**config.mk**
```make
export PLATFORM = sky130hd
export DESIGN_NAME = dl_run_ctrl
export DESIGN_NICKNAME = d
export VERILOG_FILES = /design/src/rtl/dl_run_ctrl.sv
export SDC_FILE = /design/constraint.sdc
export NUM_CORES = 1
export LEC_CHECK = 0
export ABC_CLOCK_PERIOD_IN_PS = 4400
export BUFFER_PORTS_ARGS = -buffer_cell sky130_fd_sc_hd__buf_2
export CAP_MARGIN = 30
export CORE_ASPECT_RATIO = 0.7
export CORE_MARGIN = 2
export CORE_UTILIZATION = 53
export DETAILED_ROUTE_END_ITERATION = 8
export PLACE_DENSITY = 0.84
export REMOVE_ABC_BUFFERS = 1
export SETUP_SLACK_MARGIN = 0.4
export SYNTH_ARGS = -nofsm -noshare
export SYNTH_HDL_FRONTEND = slang
export SYNTH_SLANG_ARGS = --single-unit
```
**constraint.sdc**
```tcl
create_clock -name clk -period 4.4 [get_ports clk]
set_clock_uncertainty 0.05 [all_clocks]
set_input_delay 0.66 -clock clk [delete_from_list [all_inputs] [get_ports clk]]
set_output_delay 0.66 -clock clk [all_outputs]
set_load 0.05 [all_outputs]
```
**src/rtl/dl_run_ctrl.sv**
```systemverilog
// DL166 run/debug controller: gates the core clock enable and arbitrates program memory with the loader.
// Define DL_WATCHDOG_EN to bound every RUN to RUN_LIMIT executed instructions.
module dl_run_ctrl #(
  parameter int ADDR_W    = 4,
  parameter int DATA_W    = 8,
  parameter int CNT_W     = 8,
  parameter int RUN_LIMIT = 200
) (
  input  logic              clk,
  input  logic              reset,
  input  logic              cmd_valid,
  output logic              cmd_ready,
  input  logic [2:0]        cmd_op,
  input  logic [ADDR_W-1:0] cmd_addr,
  input  logic [DATA_W-1:0] cmd_data,
  input  logic [ADDR_W-1:0] pc,
  output logic              cpu_en,
  output logic              mem_sel,
  output logic              mem_we,
  output logic [ADDR_W-1:0] mem_addr,
  output logic [DATA_W-1:0] mem_wdata,
  output logic              halted,
  output logic              bp_hit,
  output logic              cmd_err,
  output logic [CNT_W-1:0]  retired,
  output logic              wd_hit
);

  typedef enum logic [1:0] {S_HALT, S_RUN, S_STEP, S_LOAD} state_t;

  localparam logic [2:0] OP_NOP    = 3'd0;
  localparam logic [2:0] OP_RUN    = 3'd1;
  localparam logic [2:0] OP_HALT   = 3'd2;
  localparam logic [2:0] OP_STEP   = 3'd3;
  localparam logic [2:0] OP_WRITE  = 3'd4;
  localparam logic [2:0] OP_SETBP  = 3'd5;
  localparam logic [2:0] OP_CLRBP  = 3'd6;
  localparam logic [2:0] OP_CLRCNT = 3'd7;

  state_t            state, state_nx;
  logic              cpu_en_nx, mem_sel_nx, mem_we_nx;
  logic              bp_hit_nx, cmd_err_nx, wd_hit_nx;
  logic [ADDR_W-1:0] mem_addr_nx, bp_addr, bp_addr_nx;
  logic [DATA_W-1:0] mem_wdata_nx;
  logic              bp_en, bp_en_nx, arm_skip, arm_skip_nx;
  logic              clr_cnt, accept, bp_match, wd_fire;

  assign cmd_ready = (state == S_HALT) || (state == S_RUN);
  assign accept    = cmd_valid && cmd_ready;
  // arm_skip lets a resumed RUN execute the instruction sitting on the breakpoint.
  assign bp_match  = bp_en && (pc == bp_addr) && !arm_skip;

`ifdef DL_WATCHDOG_EN
  localparam int RC_W = $clog2(RUN_LIMIT + 1);
  logic [RC_W-1:0] run_cnt;

  always_ff @(posedge clk) begin
    if (!reset)
      run_cnt <= '0;
    else if (state == S_RUN && cpu_en)
      run_cnt <= run_cnt + RC_W'(1);
    else
      run_cnt <= '0;
  end

  assign wd_fire = (state == S_RUN) && (run_cnt == RC_W'(RUN_LIMIT - 1));
`else
  // Without the watchdog RUN is unbounded; RUN_LIMIT only keeps the parameter list stable.
  assign wd_fire = (RUN_LIMIT < 0);
`endif

  always_comb begin
    state_nx     = state;
    cpu_en_nx    = 1'b0;
    mem_sel_nx   = 1'b0;
    mem_we_nx    = 1'b0;
    mem_addr_nx  = mem_addr;
    mem_wdata_nx = mem_wdata;
    bp_hit_nx    = 1'b0;
    cmd_err_nx   = 1'b0;
    wd_hit_nx    = 1'b0;
    bp_en_nx     = bp_en;
    bp_addr_nx   = bp_addr;
    arm_skip_nx  = arm_skip;
    clr_cnt      = 1'b0;
    case (state)
      S_HALT: begin
        if (accept) begin
          case (cmd_op)
            OP_RUN: begin
              state_nx    = S_RUN;
              cpu_en_nx   = 1'b1;
              arm_skip_nx = 1'b1;
            end
            OP_STEP: begin
              state_nx  = S_STEP;
              cpu_en_nx = 1'b1;
            end
            OP_WRITE: begin
              state_nx     = S_LOAD;
              mem_sel_nx   = 1'b1;
              mem_we_nx    = 1'b1;
              mem_addr_nx  = cmd_addr;
              mem_wdata_nx = cmd_data;
            end
            OP_SETBP: begin
              bp_addr_nx = cmd_addr;
              bp_en_nx   = 1'b1;
            end
            OP_CLRBP:        bp_en_nx = 1'b0;
            OP_CLRCNT:       clr_cnt  = 1'b1;
            OP_NOP, OP_HALT: ;
            default:         ;
          endcase
        end
      end
      S_RUN: begin
        arm_skip_nx = 1'b0;
        cpu_en_nx   = 1'b1;
        if (accept) begin
          case (cmd_op)
            OP_HALT: begin
              state_nx  = S_HALT;
              cpu_en_nx = 1'b0;
            end
            OP_WRITE, OP_STEP, OP_SETBP, OP_CLRBP: cmd_err_nx = 1'b1;
            OP_CLRCNT:      clr_cnt = 1'b1;
            OP_NOP, OP_RUN: ;
            default:        ;
          endcase
        end
        // Breakpoint and watchdog override everything and may pulse together.
        if (bp_match) begin
          state_nx  = S_HALT;
          cpu_en_nx = 1'b0;
          bp_hit_nx = 1'b1;
        end
        if (wd_fire) begin
          state_nx  = S_HALT;
          cpu_en_nx = 1'b0;
          wd_hit_nx = 1'b1;
        end
      end
      default: state_nx = S_HALT;
    endcase
  end

  always_ff @(posedge clk) begin
    if (!reset) begin
      state     <= S_HALT;
      halted    <= 1'b1;
      cpu_en    <= 1'b0;
      mem_sel   <= 1'b0;
      mem_we    <= 1'b0;
      mem_addr  <= '0;
      mem_wdata <= '0;
      bp_hit    <= 1'b0;
      cmd_err   <= 1'b0;
      wd_hit    <= 1'b0;
      bp_en     <= 1'b0;
      bp_addr   <= '0;
      arm_skip  <= 1'b0;
      retired   <= '0;
    end else begin
      state     <= state_nx;
      halted    <= (state_nx == S_HALT);
      cpu_en    <= cpu_en_nx;
      mem_sel   <= mem_sel_nx;
      mem_we    <= mem_we_nx;
      mem_addr  <= mem_addr_nx;
      mem_wdata <= mem_wdata_nx;
      bp_hit    <= bp_hit_nx;
      cmd_err   <= cmd_err_nx;
      wd_hit    <= wd_hit_nx;
      bp_en     <= bp_en_nx;
      bp_addr   <= bp_addr_nx;
      arm_skip  <= arm_skip_nx;
      if (clr_cnt)
        retired <= '0;
      else if (cpu_en && retired != '1)
        retired <= retired + CNT_W'(1);
    end
  end

endmodule

```
==> results.txt, run 1 <==
CTS Root Cell = clkbuf_8
Top delay family on crit path = simple AND/OR/NAND/NOR gates
R2R setup slack = 2.25 ns
mux cell area share after synthesis = 11.54%
clock sinks = 33
CP arrival = 2.42 ns
slowest stage cell on the critical path = nor4b_4
clock share of power = 43.1%
routed vias/inst = 5.286
# nets final = 219
die area = 3225 um2
Worst-Skew Late Latency = 0.28 ns
Setup CP Type = primary input to register
Starting DRT DRC Count = 91
CTS tree = yes
drt pass-1 iters = 4
met3 wire len = 154 um
layout cells sized above 1 = 29.44%
final standard cell area without fillers = 1828 um2
Worst Path Max Fanout = 13
Post-CTS Setup Inserts = 0
post-synthesis sequential area ratio = 44.82%
Critical Path End Type = register
routed vias = 1221
Yosys top cell area share = 44.82%
normalized max-slew margin = 32.40%
status = finished clean
DR top layer = met4
net load switching power = 0.1593 mW
Post-CTS Hold Fix Bufs = 0
vias in the first global route = 1113
RSZ-0062 raised after global routing = no
final hold vios = 0
pin slew with the least headroom to its limit = 1.010 ns
# DRC = 0
minimum clock period = 2.297 ns
Distinct cells, synth = 39
met2 routed WL = 1458 um
Main synth FF type = dfxtp_1
fmax = 435.4 MHz
io pins = 50
Synth area leader = dfxtp_1
all-layer global routing usage = 20.77%
worst hold path class = register to register
P_int = 0.5177 mW
async set-or-reset flop fraction in the synthesized netlist = 0%
Final Max Slew Viols = 0
Final Cycle Share = 52.19%
Setup violations, final = 0
Max Root-Sink Buffers = 2
Layout area overhead = 24.02%
Max-cap violations = 0
number of I/O port buffers = 48
Seq pwr share = 45.9%
share of total power in combinational logic = 11.0%
combinational family with the most area after synthesis = simple AND/OR/NAND/NOR gates
largest net degree at the start of global routing = 25
Cells after Synth = 149
Seq cells post-synth = 33
first-pass GRT wire length = 4899 um
CTS clk-pin slew, worst paths = 0.07 ns
top post-synthesis cells by area = dfxtp_1 45%, mux2i_1 12%, nor2b_1 6.8%
Switching Share = 23.52%
Synth top cells by count = 33 x dfxtp_1, 17 x mux2i_1, 16 x nor2b_1
gr ovfl total = 0
setup ws final = 2.103 ns
Placed Area = 1712 um2
Final HPWL DP = 2330 um
H-Tree Depth = 2
Post-synth EDFFs = 0
Vert. Die Dim = 48.12 um
Post-Synth Simple-Gate Area = 23.51%
Post-DRT Antenna Nets = 0
core area = 2552 um2
Worst Path Buf+Inv = 1
slowest cell delay on critical path = 0.85 ns
antenna violations before repair = 0
crit start category = primary input
WL met1 = 1455 um
setup TNS = 0 ns
number of buffers created by CTS = 5
count leader, synth = dfxtp_1
Rows = 15
CP cell instances = buf_2, or3b_4, nor4b_4, mux2i_1, nor2b_1
Power Total = 0.6770 mW
syn_area_per_cell = 9.892 um2
Post-Route WL = 3114 um
WL/cell = 13.48 um
die width = 67.03 um
required time worst endpoint = 4.53 ns
Initial Util = 57.75%
Synth Area in XOR/XNOR = 5.942%
Post-Syn Area = 1474 um2
Antenna Cells = 0
Non-Filler Instances = 231
Cell Count Post-Placement = 223
VDD IR max = 0.2645 mV
Compound-Gate Fraction of Synth Area = 9.508%
Post-CTS Resized = 0
Static Leak = 0.8026 nW
Adder-Cell Fraction of Synth Area = 0.8489%
YS warnings = 0
P per Cell Area = 370.4 nW/um2
pre-CTS WS = 1.809 ns
placer congestion estimate = 0.9174
-- flip-flops by register name, indices dropped and copies added (netlist names) --
name,flops
halted,1
mem_addr,4
mem_wdata,8
state,2
mem_we,1
bp_hit,1
cpu_en,1
cmd_err,1
bp_addr,4
retired,8
arm_skip,1
bp_en,1
-- power by group through the flow --
stage | logic [mW] | registers [mW] | clock network, mW
global placement | 0.0715 | 0.317 | 0
CTS | 0.0747 | 0.311 | 0.295
finish | 0.0747 | 0.311 | 0.292
floorplan | 0.0315 | 0.333 | 0
global route | 0.0804 | 0.311 | 0.308
detailed placement | 0.0743 | 0.317 | 0
-- worst reg2reg max path, delay by kind of cell, from the launching register on --
family           cells  cell delay [ns]
AND/OR/NAND/NOR      3             1.35
flip-flops           1             0.34
multiplexers         1             0.30
-- stage by stage --
stage               utilization (%)  hold slack (ns)
detailed placement            67.06           0.4527
global placement              67.06           0.4398
finish                        71.62           0.4678
CTS                           71.62           0.4687
floorplan                         -           0.4105
global route                  71.62           0.4845
-- kinds of logic (layout without fill, tap and decap cells) --
kind of cell               Yosys count  after routing
muxes                               17             17
AOI/OAI and AO/OA                   22             22
adders and majority gates            1              1
DFF                                 33             33
buffers and inverters               10             58
and+or+nand+nor                     55             55
other                                1              1
xor gates and xnor gates            10             10
-- layout by cell type, fill, tap and decap left out, types with 2 or more instances in the layout --
master and count:
xor2_1 8, clkbuf_8 6, nand3_1 4, nand4_1 2, inv_1 2, a21boi_0 2
nor3b_1 5, nand2_1 7, a21oi_1 5, nor2b_1 16, nor2_1 7, xnor2_1 2
mux2i_1 17, o21ai_0 6, and4_1 2, nor3_1 2, buf_2 48, and2_1 2
dfxtp_1 33
-- final timing paths --
kind | from | end | cells after the start
hold / removal | arm_skip$_SDFFE_PN0P_ | arm_skip$_SDFFE_PN0P_ | 1
setup reg to reg | state[1]$_SDFF_PN0_ | mem_addr[3]$_SDFFE_PN0P_ | 4
hold reg to reg | arm_skip$_SDFFE_PN0P_ | arm_skip$_SDFFE_PN0P_ | 1
setup / recovery | cmd_valid | mem_addr[3]$_SDFFE_PN0P_ | 5
-- cell type report --
cell class,instances,area [um2]
Clock buffer,7,86.33
Clock inverter,1,30.03
Fill cell,201,724.4
Inverter,2,7.507
Multi-Input combinational cell,106,760.7
Sequential cell,33,660.6
Tap cell,34,42.54
Timing Repair Buffer,48,240.2
-- metal layers --
| metal | track usage (%) | vias to the layer above |
|---|---|---|
| li1 | - | 618 |
| met1 | 25.07 | 561 |
| met2 | 36.44 | 33 |
| met3 | 5.543 | 9 |
| met4 | 8.571 | 0 |
| met5 | 0 | - |
No activity file was read; power rests on OpenSTA's default activity.
==> inputs of run 2 (changes only) <==
Settings changed: ABC_CLOCK_PERIOD_IN_PS 4400 to 1900, CORE_UTILIZATION 53 to 44, PLACE_DENSITY 0.84 to 0.74.
Clock period 4.4 ns to 1.9 ns, I/O delays scaled along.
==> run 2 against run 1 <==
Effect of this change: worst setup slack lost 1.9 ns; first-iteration DRC count shrank 26%; critical path depth is the same; cell area grew 3.6%; worst hold slack lost 0.26 ns; core utilization shrank 12 points; register-to-register slack lost 2.0 ns; clock power grew 130%; final cell count grew 3.5%; critical endpoint is now mem_wdata[7]$_SDFFE_PN0P_.
==> results.txt, run 2 (synthesis results as in run 1) <==
CTS tree = yes (unchanged)
P per Cell Area = 830.6 nW/um2 (was 370.4 nW/um2)
Worst-Skew Late Latency = 0.28 ns (about the same)
first-pass GRT wire length = 5195 um (was 4899 um)
die area = 3836 um2 (was 3225 um2)
routed vias/inst = 5.188 (was 5.286)
die width = 73.18 um (was 67.03 um)
Worst Path Max Fanout = 13 (unchanged)
Layout area overhead = 28.44% (was 24.02%)
Placed Area = 1752 um2 (was 1712 um2)
CP arrival = 1.82 ns (was 2.42 ns)
H-Tree Depth = 2 (unchanged)
FF-to-FF path depth = 5 (was 4)
layout cells sized above 1 = 32.34% (was 29.44%)
Static Leak = 0.8229 nW (was 0.8026 nW)
Setup CP Type = register to register (was primary input to register)
Setup violations, final = 0 (unchanged)
Max Root-Sink Buffers = 2 (unchanged)
Hold Path End = mem_wdata[0]$_SDFFE_PN0P_ (was arm_skip$_SDFFE_PN0P_)
all-layer global routing usage = 18.28% (was 20.77%)
Hold Path Depth = 3 (was 1)
CTS clk-pin slew, worst paths = 0.06 ns (was 0.07 ns)
WL/cell = 13.24 um (was 13.48 um)
io pins = 50 (unchanged)
CTS Root Cell = clkbuf_8 (unchanged)
Cell Count Post-Placement = 230 (was 223)
gr ovfl total = 0 (unchanged)
R2R setup slack = 0.21 ns (was 2.25 ns)
antenna violations before repair = 0 (unchanged)
crit start category = register (was primary input)
Seq pwr share = 45.9% (about the same)
largest net degree at the start of global routing = 21 (was 25)
Vert. Die Dim = 52.43 um (was 48.12 um)
worst reg2reg startpoint = state[1]$_SDFF_PN0_ (unchanged)
worst hold path class = primary input to register (was register to register)
final hold vios = 0 (unchanged)
reg-to-reg critical path endpoint = mem_wdata[7]$_SDFFE_PN0P_ (was mem_addr[3]$_SDFFE_PN0P_)
number of buffers created by CTS = 5 (unchanged)
Rows = 17 (was 15)
net load switching power = 0.3668 mW (was 0.1593 mW)
clock share of power = 42.7% (was 43.1%)
required time worst endpoint = 2.03 ns (was 4.53 ns)
Post-DRT Antenna Nets = 0 (unchanged)
fill cell total of the finished layout = 281 (was 201)
status = finished clean (unchanged)
core area = 3169 um2 (was 2552 um2)
Regs by FF count = mem_wdata: 8 flops, retired: 8 flops (unchanged)
# DRC = 0 (unchanged)
most common cell after layout, fill and taps aside = buf_2 (unchanged)
Post-CTS Hold Fix Bufs = 0 (unchanged)
drt pass-1 iters = 4 (unchanged)
placer congestion estimate = 0.7678 (was 0.9174)
Switching Share = 23.33% (was 23.52%)
number of I/O port buffers = 48 (unchanged)
Final HPWL DP = 2358 um (was 2330 um)
RSZ-0062 raised after global routing = yes (was no)
setup ws final = 0.2089 ns (was 2.103 ns)
# nets final = 223 (was 219)
VDD IR max = 0.3890 mV (was 0.2645 mV)
commonest non-fill, non-tap cells in the layout = 48 x buf_2, 32 x dfxtp_1, 17 x mux2i_1, 16 x nor2b_1, 8 x xor2_1 (was 48 x buf_2, 33 x dfxtp_1, 17 x mux2i_1, 16 x nor2b_1, 8 x xor2_1)
share of total power in combinational logic = 11.4% (was 11.0%)
Max-cap violations = 0 (unchanged)
Final Max Slew Viols = 0 (unchanged)
final standard cell area without fillers = 1893 um2 (was 1828 um2)
Non-Filler Instances = 239 (was 231)
Post-Route WL = 3165 um (was 3114 um)
pre-CTS WS = 0.1369 ns (was 1.809 ns)
P_int = 1.206 mW (was 0.5177 mW)
clock sinks = 33 (unchanged)
Initial Util = 46.51% (was 57.75%)
fmax = 591.3 MHz
Worst Hold Launch = cmd_data[0] (was arm_skip$_SDFFE_PN0P_)
Starting DRT DRC Count = 67 (was 91)
Antenna Cells = 0 (unchanged)
minimum clock period = 1.691 ns
vias in the first global route = 1141 (was 1113)
routed vias = 1240 (was 1221)
Critical Path End Type = register (unchanged)
Final Cycle Share = 89.01%
WHS = 0.2066 ns (was 0.4678 ns)
## run 2: final cells by class
| cell class | instances | area, um2 | area share [%] |
|---|---|---|---|
| clock buffer | 7 | 86.33 | 4.560 |
| clock inverter | 1 | 30.03 | 1.586 |
| inverter | 2 | 7.507 | 0.3966 |
| multi-input combinational | 106 | 777.0 | 41.04 |
| sequential | 33 | 661.9 | 34.96 |
| tap | 38 | 47.55 | 2.512 |
| timing repair buffer | 52 | 282.8 | 14.94 |
## run 2: through the flow
| stage | util (%) | total power [mW] | TNS, ns |
|---|---|---|---|
| 6_report | 59.73 | 1.572 | 0 |
| 5_1_grt | 59.73 | 1.633 | 0 |
| 3_3_place_gp | 55.27 | 0.9069 | 0 |
| 4_1_cts | 59.06 | 1.588 | 0 |
| 3_5_place_dp | 55.27 | 0.9113 | 0 |
| 2_1_floorplan | - | 0.8442 | -0.05672 |
## run 2: worst max-delay path, stage by stage (launching register included)
cell,delay (ns)
dfxtp_1,0.34
or3b_4,0.43
nor4b_4,0.28
buf_12,0.19
mux2i_1,0.22
nor2b_1,0.07
## run 2: worst max path at each step
stage	start	to	depth (start not counted)
2_1_floorplan	state[1]$_SDFF_PN0_	mem_addr[0]$_SDFFE_PN0P_	4
3_3_place_gp	cmd_valid	mem_addr[2]$_SDFFE_PN0P_	6
3_5_place_dp	cmd_valid	mem_wdata[7]$_SDFFE_PN0P_	6
4_1_cts	state[1]$_SDFF_PN0_	mem_wdata[7]$_SDFFE_PN0P_	5
5_1_grt	state[1]$_SDFF_PN0_	mem_wdata[5]$_SDFFE_PN0P_	5
6_report	state[1]$_SDFF_PN0_	mem_wdata[7]$_SDFFE_PN0P_	5
## run 2: routing by layer
| metal | up-vias | GRT usage [%] | part of all wire (%) |
|---|---|---|---|
| met5 | - | 0 | 0 |
| met4 | 0 | 8.642 | 1.5 |
| met3 | 5 | 4.615 | 4.6 |
| met2 | 40 | 28.38 | 45 |
| met1 | 571 | 23.76 | 49 |
| li1 | 624 | - | - |
## run 2: repair_timing
action / CTS / global route
gates resized for setup: 2 / 3
buffers inserted: 0 / 1
pin swaps: 0 / 1
setup endpoints to repair: 14 / 21
## run 2: power by group through the flow
stage / sequential (mW) / combinational (mW) / clock [mW]
finish: 0.722 / 0.179 / 0.672
detailed placement: 0.735 / 0.176 / 0
floorplan: 0.771 / 0.0730 / 0
CTS: 0.720 / 0.178 / 0.689
global route: 0.723 / 0.194 / 0.716
global placement: 0.734 / 0.173 / 0
